--- src/rtl/pkt_router.sv ---
// Byte-stream packet router: DD src dest len payload[len] -> one of N_CH output lanes.
// Optional inter-byte timeout compiled in with PKT_ROUTER_TIMEOUT_EN.

module pkt_router_lane #(
   parameter int LANE_ID = 0
) (
   input  logic       out_valid,
   input  logic [3:0] out_ch,
   input  logic [7:0] out_data,
   output logic       lane_valid,
   output logic [7:0] lane_data
);
   logic hit;

   assign hit        = out_valid && (out_ch == 4'(LANE_ID));
   assign lane_valid = hit;
   assign lane_data  = hit ? out_data : 8'h00;
endmodule

module pkt_router #(
   parameter int          N_CH        = 5,
   parameter logic [7:0]  PREFIX      = 8'hDD,
   parameter int          TIMEOUT_CYC = 50000
) (
   input  logic              fpga_clk_48,
   input  logic              rst,
   input  logic [7:0]        in_data,
   input  logic              in_valid,
   output logic              in_ready,
   input  logic [N_CH-1:0]   ready_bus,
   output logic [N_CH*8-1:0] data_bus,
   output logic [N_CH-1:0]   valid_bus,
   output logic [2:0]        my_state,
   output logic [7:0]        my_src,
   output logic [7:0]        my_dest,
   output logic [7:0]        my_len,
   output logic [7:0]        my_cnt,
   output logic [7:0]        drop_cnt
);
   typedef enum logic [2:0] {
      IDLE    = 3'd0,
      SRC     = 3'd1,
      DEST    = 3'd2,
      LEN     = 3'd3,
      PAYLOAD = 3'd4,
      DROP    = 3'd5
   } state_t;

   state_t      state;
   logic        out_valid;
   logic [7:0]  out_data;
   logic [3:0]  out_ch;
   logic [15:0] rdy_ext;
   logic        xfer;
   logic        pop;
   logic        last_byte;

`ifdef PKT_ROUTER_TIMEOUT_EN
   logic [15:0] to_cnt;
`endif

   // Widen ready to 16 lanes so a 4-bit channel index is always in range.
   always_comb begin
      rdy_ext = '0;
      rdy_ext[N_CH-1:0] = ready_bus;
   end

   // A byte left over from the previous packet must drain before a packet
   // for a different lane may load the output register.
   always_comb begin
      in_ready = 1'b0;
      if (!rst) begin
         if (state == PAYLOAD)
            in_ready = !out_valid || (rdy_ext[out_ch] && (out_ch == my_dest[3:0]));
         else
            in_ready = 1'b1;
      end
   end

   assign xfer      = in_valid && in_ready;
   assign pop       = out_valid && rdy_ext[out_ch];
   assign last_byte = (my_cnt == my_len - 8'd1);
   assign my_state  = state;

   always_ff @(posedge fpga_clk_48) begin
      if (rst) begin
         state     <= IDLE;
         my_src    <= 8'h00;
         my_dest   <= 8'h00;
         my_len    <= 8'h00;
         my_cnt    <= 8'h00;
         drop_cnt  <= 8'h00;
         out_valid <= 1'b0;
         out_data  <= 8'h00;
         out_ch    <= 4'h0;
`ifdef PKT_ROUTER_TIMEOUT_EN
         to_cnt    <= 16'h0000;
`endif
      end else begin
         if (pop)
            out_valid <= 1'b0;

         case (state)
            IDLE: begin
               if (xfer && in_data == PREFIX)
                  state <= SRC;
            end
            SRC: begin
               if (xfer) begin
                  my_src <= in_data;
                  state  <= DEST;
               end
            end
            DEST: begin
               if (xfer) begin
                  my_dest <= in_data;
                  state   <= LEN;
               end
            end
            LEN: begin
               if (xfer) begin
                  my_len <= in_data;
                  my_cnt <= 8'h00;
                  if (in_data == 8'h00)
                     state <= IDLE;
                  else if (my_dest < 8'(N_CH))
                     state <= PAYLOAD;
                  else
                     state <= DROP;
               end
            end
            PAYLOAD: begin
               if (xfer) begin
                  out_valid <= 1'b1;
                  out_data  <= in_data;
                  out_ch    <= my_dest[3:0];
                  my_cnt    <= my_cnt + 8'd1;
                  if (last_byte)
                     state <= IDLE;
               end
            end
            DROP: begin
               if (xfer) begin
                  my_cnt <= my_cnt + 8'd1;
                  if (last_byte) begin
                     state <= IDLE;
                     if (drop_cnt != 8'hFF)
                        drop_cnt <= drop_cnt + 8'd1;
                  end
               end
            end
            default: state <= IDLE;
         endcase

`ifdef PKT_ROUTER_TIMEOUT_EN
         // Stalled mid-packet: abandon it, but leave the output register alone.
         if (state == IDLE || xfer)
            to_cnt <= 16'h0000;
         else if (to_cnt == 16'(TIMEOUT_CYC - 1)) begin
            to_cnt <= 16'h0000;
            state  <= IDLE;
            if (drop_cnt != 8'hFF)
               drop_cnt <= drop_cnt + 8'd1;
         end else
            to_cnt <= to_cnt + 16'd1;
`endif
      end
   end

   for (genvar k = 0; k < N_CH; k++) begin : g_lane
      pkt_router_lane #(.LANE_ID(k)) u_lane (
         .out_valid (out_valid),
         .out_ch    (out_ch),
         .out_data  (out_data),
         .lane_valid(valid_bus[k]),
         .lane_data (data_bus[8*k +: 8])
      );
   end
endmodule

--- config.mk ---
export PLATFORM = sky130hd
export DESIGN_NAME = pkt_router
export DESIGN_NICKNAME = d
export VERILOG_FILES = /design/src/rtl/pkt_router.sv
export SDC_FILE = /design/constraint.sdc
export NUM_CORES = 1
export LEC_CHECK = 0
export CAP_MARGIN = 20
export CORE_MARGIN = 2
export CORE_UTILIZATION = 46
export DETAILED_ROUTE_END_ITERATION = 8
export PLACE_DENSITY = 0.9
export SLEW_MARGIN = 20
export SYNTH_ARGS = -nofsm -noshare
export SYNTH_HDL_FRONTEND = slang
export SYNTH_SLANG_ARGS = --single-unit
--- constraint.sdc ---
create_clock -name fpga_clk_48 -period 4 [get_ports fpga_clk_48]
set_clock_uncertainty 0.1 [all_clocks]
set_input_delay 0.4 -clock fpga_clk_48 [delete_from_list [all_inputs] [get_ports fpga_clk_48]]
set_output_delay 0.4 -clock fpga_clk_48 [all_outputs]
set_load 0.005 [all_outputs]
Yosys cells after proc, flatten, opt, wreduce, memory -nomap -nowiden
Cells that the tools add are included.
Widths: inputs -> output; s select.
{"block": "classes", "addsub": 3, "n_reduce_logical": 23, "n_lt_le_gt_ge": 2, "muxes": 24, "eq_ne": 19}
{"operator": "$mux 8", "count": 7}
{"operator": "$mux 3", "count": 7}
{"operator": "$add 8x1->8 const B", "count": 2}
{"operator": "$pmux 8 s2", "count": 1}
{"operator": "$pmux 3 s5", "count": 1}
{"operator": "$logic_and 1x1->1", "count": 9}
{"operator": "$eq 4x2->1 const B", "count": 2}
{"operator": "$eq 8x8->1", "count": 1}
{"operator": "$eq 8x8->1 const B", "count": 1}
{"operator": "$logic_not 8->1", "count": 1}
{"operator": "$lt 8x3->1 const B", "count": 1}
{"operator": "$ne 2x2->1 const B", "count": 4}
{"operator": "$ne 8x8->1 const B", "count": 1}
{"operator": "$reduce_and 2->1", "count": 4}
{"operator": "$sub 8x1->8 const B", "count": 1}
{"operator": "$mux 1", "count": 7}
{"operator": "$eq 3x2->1 const B", "count": 2}
{"operator": "$eq 3x3->1 const B", "count": 2}
{"operator": "$reduce_and 6->1", "count": 1}
{"operator": "$lt 4x5->1 const B", "count": 1}
{"operator": "$bmux 1 s4", "count": 1}
{"operator": "$eq 4x1->1 const B", "count": 1}
{"operator": "$eq 4x3->1 const B", "count": 1}
{"operator": "$eq 4x4->1", "count": 1}
{"operator": "other kinds (10)", "count": 11}
{"block": "word_totals", "inputBits": 16, "register_bits": 56}

Longest topological paths before layout
Gate-level depths: netlist (run 1).
{"block": "depth", "ltp_word": 10, "ltp_mapped": 9, "mapped_depth_nobuf": 8}

Hierarchy
From an unflattened synthesis (run 1), not the netlist that was laid out.
{"block": "unflattened", "hier_cells": 452, "hier_area_um2": 3683.5}
{"mod": "pkt_router", "cells_per_inst": 338, "area_each_um2": 2904.0, "n_inst": 1}
{"mod": "pkt_router_lane at g_lane[1].u_lane ...", "cells_per_inst": 23, "area_each_um2": 156.4, "n_inst": 2}
{"mod": "pkt_router_lane at g_lane[0].u_lane", "cells_per_inst": 23, "area_each_um2": 158.9, "n_inst": 1}
{"mod": "pkt_router_lane at g_lane[4].u_lane", "cells_per_inst": 23, "area_each_um2": 157.7, "n_inst": 1}
{"mod": "pkt_router_lane at g_lane[3].u_lane", "cells_per_inst": 22, "area_each_um2": 150.1, "n_inst": 1}

Least setup slack after synthesis (run 1)
No wires, ideal clock.
{"block": "synth_timing", "path_type": "flip-flop to flip-flop", "start": "reg my_len[0]", "end": "reg drop_cnt[5]", "path_stages_with_launch": 10, "required_time_ns": 3.777, "t_arrival_ns": 2.588, "path_slack_ns": 1.188, "setup_ns": 0.123, "path_cell_list": "dfxtp_1 > inv_1 > ha_1 > xor2_1 > o211ai_1 > or3_1 > or4_4 > buf_4 > nor4_2 > mux2_1"}
{"block": "synth_between", "elab_chain_len": 3}
{"item": "start, declared", "line": "36", "text": "output logic [7:0] my_len,"}
{"item": "start signal, assigned", "line": "122", "text": "my_len <= in_data;"}
{"item": "$sub 8x1->8", "line": "82", "text": "assign last_byte = (my_cnt == my_len - 8'd1);"}
{"item": "$eq 8x8->1", "line": "82"}
{"item": "$reduce_and 4->1 (no line)"}
{"item": "end signal, assigned", "line": "148", "text": "drop_cnt <= drop_cnt + 8'd1;"}
{"item": "end, declared", "line": "38", "text": "output logic [7:0] drop_cnt"}
Every way passes these cells.
A chain may end at the register's enable or synchronous reset.

Final worst setup path (run 1)
{"block": "layout_timing", "start": "reg out_valid", "end": "out data_bus[18]"}
{"block": "layout_between", "elab_chain_len": 2}
{"item": "start, declared", "line": "50", "text": "logic out_valid;"}
{"item": "start signal, assigned", "line": "93", "text": "out_valid <= 1'b0;"}
{"item": "start signal, assigned", "line": "101", "text": "out_valid <= 1'b0;"}
{"item": "start signal, assigned", "line": "134", "text": "out_valid <= 1'b1;"}
{"item": "$logic_and 1x1->1", "line": "15", "text": "assign hit = out_valid && (out_ch == 4'(LANE_ID));"}
{"item": "$mux 8", "line": "17", "text": "assign lane_data = hit ? out_data : 8'h00;"}
{"item": "end, declared", "line": "31", "text": "output logic [N_CH*8-1:0] data_bus,"}
Every way passes these cells.

==> results of run 1 <==
## critical path, cell delays in order (launching register included)
cell and delay (ns):
dfxtp_1 0.43, or3b_2 0.48, nor3b_1 0.76, and2_1 0.24, clkdlybuf4s50_1 0.51
## final timing paths
| path | end | depth (start not counted) | from |
|---|---|---|---|
| max reg2reg | drop_cnt[7]$_SDFFE_PP0P_ | 6 | out_ch[1]$_SDFFE_PP0P_ |
| max | data_bus[18] | 4 | out_valid$_SDFF_PP0_ |
| min reg2reg | my_src[2]$_SDFFE_PP0P_ | 2 | my_src[2]$_SDFFE_PP0P_ |
| min | my_src[2]$_SDFFE_PP0P_ | 2 | my_src[2]$_SDFFE_PP0P_ |
## placed cells by master (no fill, tap or decap), types with 4 or more instances in the layout
cell type        Yosys  final
clkbuf_8             0      6
o31ai_1              4      4
inv_1                6      6
xnor2_1              5      5
and2_1              41     41
nand3_1             11     11
or3_1                5      5
clkdlybuf4s50_1      0    103
a21oi_1             34     34
o2111ai_1            4      4
dfxtp_1             56     56
a2111o_1             4      4
nand2_1             47     47
nor2b_1              6      6
and3_1               5      5
nor2_1              27     27
o21ai_0             19     19
nor4_1               7      7
xor2_1               8      8
mux2i_1             21     21
nor3_1               5      5
## registers in the layout (all words and copies together), names as in the netlist
register   cells
my_cnt         8
my_len         8
my_dest        8
my_state       3
drop_cnt       8
out_data       8
out_valid      1
my_src         8
out_ch         4
## cell families after synthesis
logic type,synth area share (%)
DFF,36.44
and+or+nand+nor,30.22
muxes,7.564
adders and majority gates,1.220
AOI/OAI and AO/OA,15.98
xor gates and xnor gates,3.701
buffers and inverters,4.880
## metal layers
layer  up-vias  share of wire, %  global-route usage [%]
met1      1500                43                   30.35
met4         0               1.3                   5.772
met2       109                51                   38.85
met3         9               4.6                   3.080
met5         -                 0                       0
li1       1507                 -                       -
## cell type report
class                           count  area share, %
Multi-Input combinational cell    294          43.02
Sequential cell                    56          26.71
Timing Repair Buffer              106          25.04
Tap cell                           77          2.296
Clock buffer                        6          1.968
Inverter                            6         0.5367
Clock inverter                      2         0.4174
## power groups by stage
stage / Clock [mW] / Combinational (mW) / Sequential, mW
4_1_cts: 0.344 / 0.0468 / 0.560
5_1_grt: 0.371 / 0.0506 / 0.560
2_1_floorplan: 0 / 0.0190 / 0.571
6_report: 0.342 / 0.0473 / 0.560
3_3_place_gp: 0 / 0.0458 / 0.572
3_5_place_dp: 0 / 0.0465 / 0.572
==> results_dict.tcl, run 1 <==
set metrics [dict create \
    status "complete, but fails checks" \
    violations "design-rule violations" \
    synth.top_cell.area_share_pct 36.44 \
    fp.dieW_um 85.79 \
    synth_edf_count 0 \
    drv_cap 0 \
    drt-total-wl_um 8585 \
    synth.distinct_cells 48 \
    max-clock-path-buffers 2 \
    io_buffers 104 \
    p_clk_share_pct 36.0 \
    power_uw 948.7 \
    ios 105 \
    cts_made_buffers 5 \
    initial_utilization_pct 47.91 \
    clk_latency_ns 0.32 \
    antenna_left 0 \
    drc 4 \
    clock-root-buffer "clkbuf_8" \
    setup.worst_path.end_class "primary output" \
    clk_pin_slew_worst_paths_ns 0.11 \
    slew_headroom_pct 34.97 \
    vias 3125 \
    drt_first_pass_iters 6 \
    synth_common_cells "dfxtp_1 (56), nand2_1 (47), and2_1 (41)" \
    viasPerCell 5.713 \
    cts_num_sinks 56 \
    drt_iter0_markers 230 \
    placementRows 29 \
    crit_type "reg -> out" \
    hold_class "reg -> reg" \
    hold_viol 0 \
    setup_ws_ns 0.7638 \
    syn_to_final_growth_pct 36.40 \
    grt_max_degree 56 \
    synth.net_count 402 \
    tightest_slew_ns 0.9755 \
    syn_area_per_cell_um2 8.033 \
    post_cts_resize_count 0 \
    yosysWarnings 0 \
    worstPathRequired_ns 3.50 \
    fillers 560 \
    vdd_ir_drop_max_mv 0.1809 \
    critPathLaunchType "flop" \
    dieArea_um2 7359 \
    grt_pass1_vias 2803 \
    net-switching-power_uw 224.9 \
    regArea_um2 1121 \
    pwr-share-seq_pct 59.0 \
    synth.area.top_cells "dfxtp_1 (36%), and2_1 (8.3%), mux2i_1 (6.8%)" \
    preCtsSetupSlack_ns 0.6705 \
    cts-hold-fix-buffers 0 \
    diodes 0 \
    synthMostInstantiatedCell "dfxtp_1" \
    grt_use_total_pct 22.74 \
    core_area_um2 6422 \
    h-tree-depth 2 \
    cp.arrival_ns 2.74 \
    ys_seq_elements 56 \
    post-route-util_pct 65.34 \
    grt_pass1_wl_um 13740 \
    layout.nets 488 \
    drive_above_1_share_pct 4.255 \
    synth_cells 383 \
    yosysTopAreaCell "dfxtp_1" \
    fmax_ghz 0.3090 \
    synthArstFlopShare_pct 0 \
    rsz0062_at_grt "false" \
    cts_tree "built" \
    synth-main-ff-cell "dfxtp_1" \
    timing.final.crit_share_pct 80.90 \
    holdWs_ns 0.4097 \
    final_max_slew_viol_count 0 \
    period_needed_ns 3.236 \
    p_comb_share_pct 5.0 \
    rrSetupSlack_ns 0.95 \
    dp_hpwl_um 6291 \
    post_cts_buffers 0 \
    syn-cell-area_um2 3077 \
    p_int_uw 723.8 \
    layout.cells.non_filler 547 \
    finalSetupTns_ns 0 \
    grt-ovfl-total 0 \
    sw_frac_of_total_pct 23.70 \
    antenna_found_initial 0 \
    yosysSeqAreaShare_pct 36.44 \
    globalplace.congestion 0.8142 \
    final_area_um2 4197 \
    placed_area_um2 4096 \
    p_leak_nw 1.539 \
    place_inst 539 \
    die_height_um 85.79 \
    crit_fanout 9 \
    detail_route.wl_per_cell_um 15.69 \
    multi_input_area_um2 1805 \
    power-per-cell-area_nw_per_um2 226.1 \
    setup_viol 0 \
]
Power figures use the tool's default switching activity.
==> run 2, diff against run 1 <==
- clock period: 4 -> 3.1 ns (I/O delays scaled with it)
==> run 2 against run 1 <==
- critical path depth up 4
- clock-buffer cell count is 1 lower
- routed wire length hardly changed
- register-to-register slack worse by 0.77 ns
- the run still ends with design-rule violations left
- hold slack worse by 0.013 ns
- worst setup slack worse by 0.58 ns
- total power increased by 34%
- largest power group unchanged
- clock power rose by 43%
==> results_dict.tcl, run 2 (synthesis gave the netlist of run 1 again) <==
set metrics [dict create \
    status "complete, but fails checks" \
    violations "design-rule violations" \
    hold_class "reg -> reg" \
    grt_pass1_wl_um 13990 \
    post-route-util_pct 66.67 \
    worstPathRequired_ns 3.21 \
    finalSetupTns_ns 0 \
    die_height_um 85.79 \
    cp.arrival_ns 3.03 \
    cts_num_sinks 56 \
    antenna_left 0 \
    slew_headroom_pct 61.44 \
    initial_utilization_pct 47.91 \
    power-per-cell-area_nw_per_um2 297.3 \
    clk_pin_slew_worst_paths_ns 0.10 \
    final_max_slew_viol_count 0 \
    dp_hpwl_um 6409 \
    syn_to_final_growth_pct 39.16 \
    dieArea_um2 7359 \
    drive_above_1_share_pct 6.054 \
    crit_slowest_cell "or4_4" \
    hold_viol 0 \
    cp-endpoint "drop_cnt[7]$_SDFFE_PP0P_" \
    cts_made_buffers 5 \
    crit_type "reg -> reg" \
    tightest_slew_ns 0.5763 \
    fmax_ghz 0.3427 \
    antenna_found_initial 0 \
    use_met3_pct 3.465 \
    fillers 525 \
    grt_use_total_pct 23.41 \
    io_buffers 104 \
    drt_iter0_markers 193 \
    crit_chain "inv_1, ha_1, nor3b_2, o211ai_1, or3_1, or4_4, nor4_1, mux2_2" \
    drt-total-wl_um 8578 \
    core_area_um2 6422 \
    detail_route.wl_per_cell_um 15.43 \
    layout.cells.non_filler 556 \
    place_inst 548 \
    mostFrequentLayoutCell "clkdlybuf4s50_1" \
    final_area_um2 4282 \
    met2_usage_pct 40.70 \
    ios 105 \
    r2r_start "my_len[0]$_SDFFE_PP0P_" \
    placementRows 29 \
    crit_fanout 14 \
    cts_tree "built" \
    fp.dieW_um 85.79 \
    critPathMaxStageDelay_ns 0.62 \
    max-clock-path-buffers 2 \
    timing.rr.end "drop_cnt[7]$_SDFFE_PP0P_" \
    setup_viol 0 \
    grt_max_degree 56 \
    final_cell_mix "clkdlybuf4s50_1 (103), dfxtp_1 (56), nand2_1 (47)" \
    vias 3112 \
    crit_family "simple AND/OR/NAND/NOR gates" \
    clock-root-buffer "clkbuf_8" \
    critPathLaunchType "flop" \
    period_needed_ns 2.918 \
    viasPerCell 5.597 \
    holdWs_ns 0.3966 \
    timing.final.crit_share_pct 94.12 \
    clk_latency_ns 0.31 \
    grtUsageMet1_pct 30.38 \
    drc 4 \
    layout.nets 497 \
    grt.busiest_layer "met2" \
    p_leak_nw 1.590 \
    drt_first_pass_iters 7 \
    vdd_ir_drop_max_mv 0.2630 \
    grt-ovfl-total 0 \
    rsz0062_at_grt "false" \
    post_cts_buffers 0 \
    setup.worst_path.end_class "flop" \
    globalplace.congestion 0.8570 \
    crit_start "my_len[0]$_SDFFE_PP0P_" \
    h-tree-depth 2 \
    cp.depth 8 \
    placed_area_um2 4164 \
    diodes 0 \
    drv_cap 0 \
    grt_pass1_vias 2835 \
    r2r_cells 8 \
    rrSetupSlack_ns 0.18 \
    critPathBufInv 1 \
]
-- run 2: how the worst min path moves through the flow --
stage | start | to | slack [ns] | cells after the start
2_1_floorplan | in_data[7] | my_len[7]$_SDFFE_PP0P_ | 0.35 | 2
3_3_place_gp | my_src[3]$_SDFFE_PP0P_ | my_src[3]$_SDFFE_PP0P_ | 0.37 | 2
3_5_place_dp | my_src[4]$_SDFFE_PP0P_ | my_src[4]$_SDFFE_PP0P_ | 0.38 | 2
4_1_cts | my_len[7]$_SDFFE_PP0P_ | my_len[7]$_SDFFE_PP0P_ | 0.40 | 2
5_1_grt | my_src[6]$_SDFFE_PP0P_ | my_src[6]$_SDFFE_PP0P_ | 0.43 | 2
6_report | my_len[7]$_SDFFE_PP0P_ | my_len[7]$_SDFFE_PP0P_ | 0.40 | 2
-- run 2: final cells by class --
cell class | count | area [um^2] | share of cell area (%)
clock inverters | 3 | 47.55 | 1.110
well taps | 77 | 96.34 | 2.250
inverters | 6 | 22.52 | 0.5260
repair buffers | 115 | 1119 | 26.12
flip-flops and latches | 56 | 1121 | 26.18
clock buffers | 5 | 68.82 | 1.607
multi-input cells | 294 | 1807 | 42.20
-- run 2: metrics by stage --
step / setup WS, ns / power, mW
2_1_floorplan: 0.2884 / 0.7617
3_3_place_gp: 0.2639 / 0.7991
3_5_place_dp: 0.2025 / 0.8007
4_1_cts: 0.1875 / 1.279
5_1_grt: 0.004360 / 1.318
6_report: 0.1823 / 1.273
-- run 2: worst reg2reg max path: stages, from the launching register on --
cell and delay [ns]:
dfxtp_1 0.37, inv_1 0.09, ha_1 0.19, nor3b_2 0.29, o211ai_1 0.13, or3_1 0.41, or4_4 0.62, nor4_1 0.27
mux2_2 0.36
-- run 2: where the power goes --
group	internal (mW)	switching, mW	leakage (nW)	total [mW]
clock network	0.244	0.244	0.0583	0.488
logic	0.0275	0.0371	1.08	0.0646
registers	0.720	0.000917	0.451	0.721
-- run 2: what timing repair did --
| item | in CTS | in global routing |
|---|---|---|
| setup endpoints to repair | 0 | 1 |
| gates resized for setup | 0 | 1 |
| hold buffers | 0 | 0 |
-- run 2: routing by layer --
metal | share of wire (%) | routed length [um]
met2 | 51 | 4344
met5 | 0 | 0
met1 | 43 | 3688
met4 | 1.4 | 124
met3 | 4.9 | 420
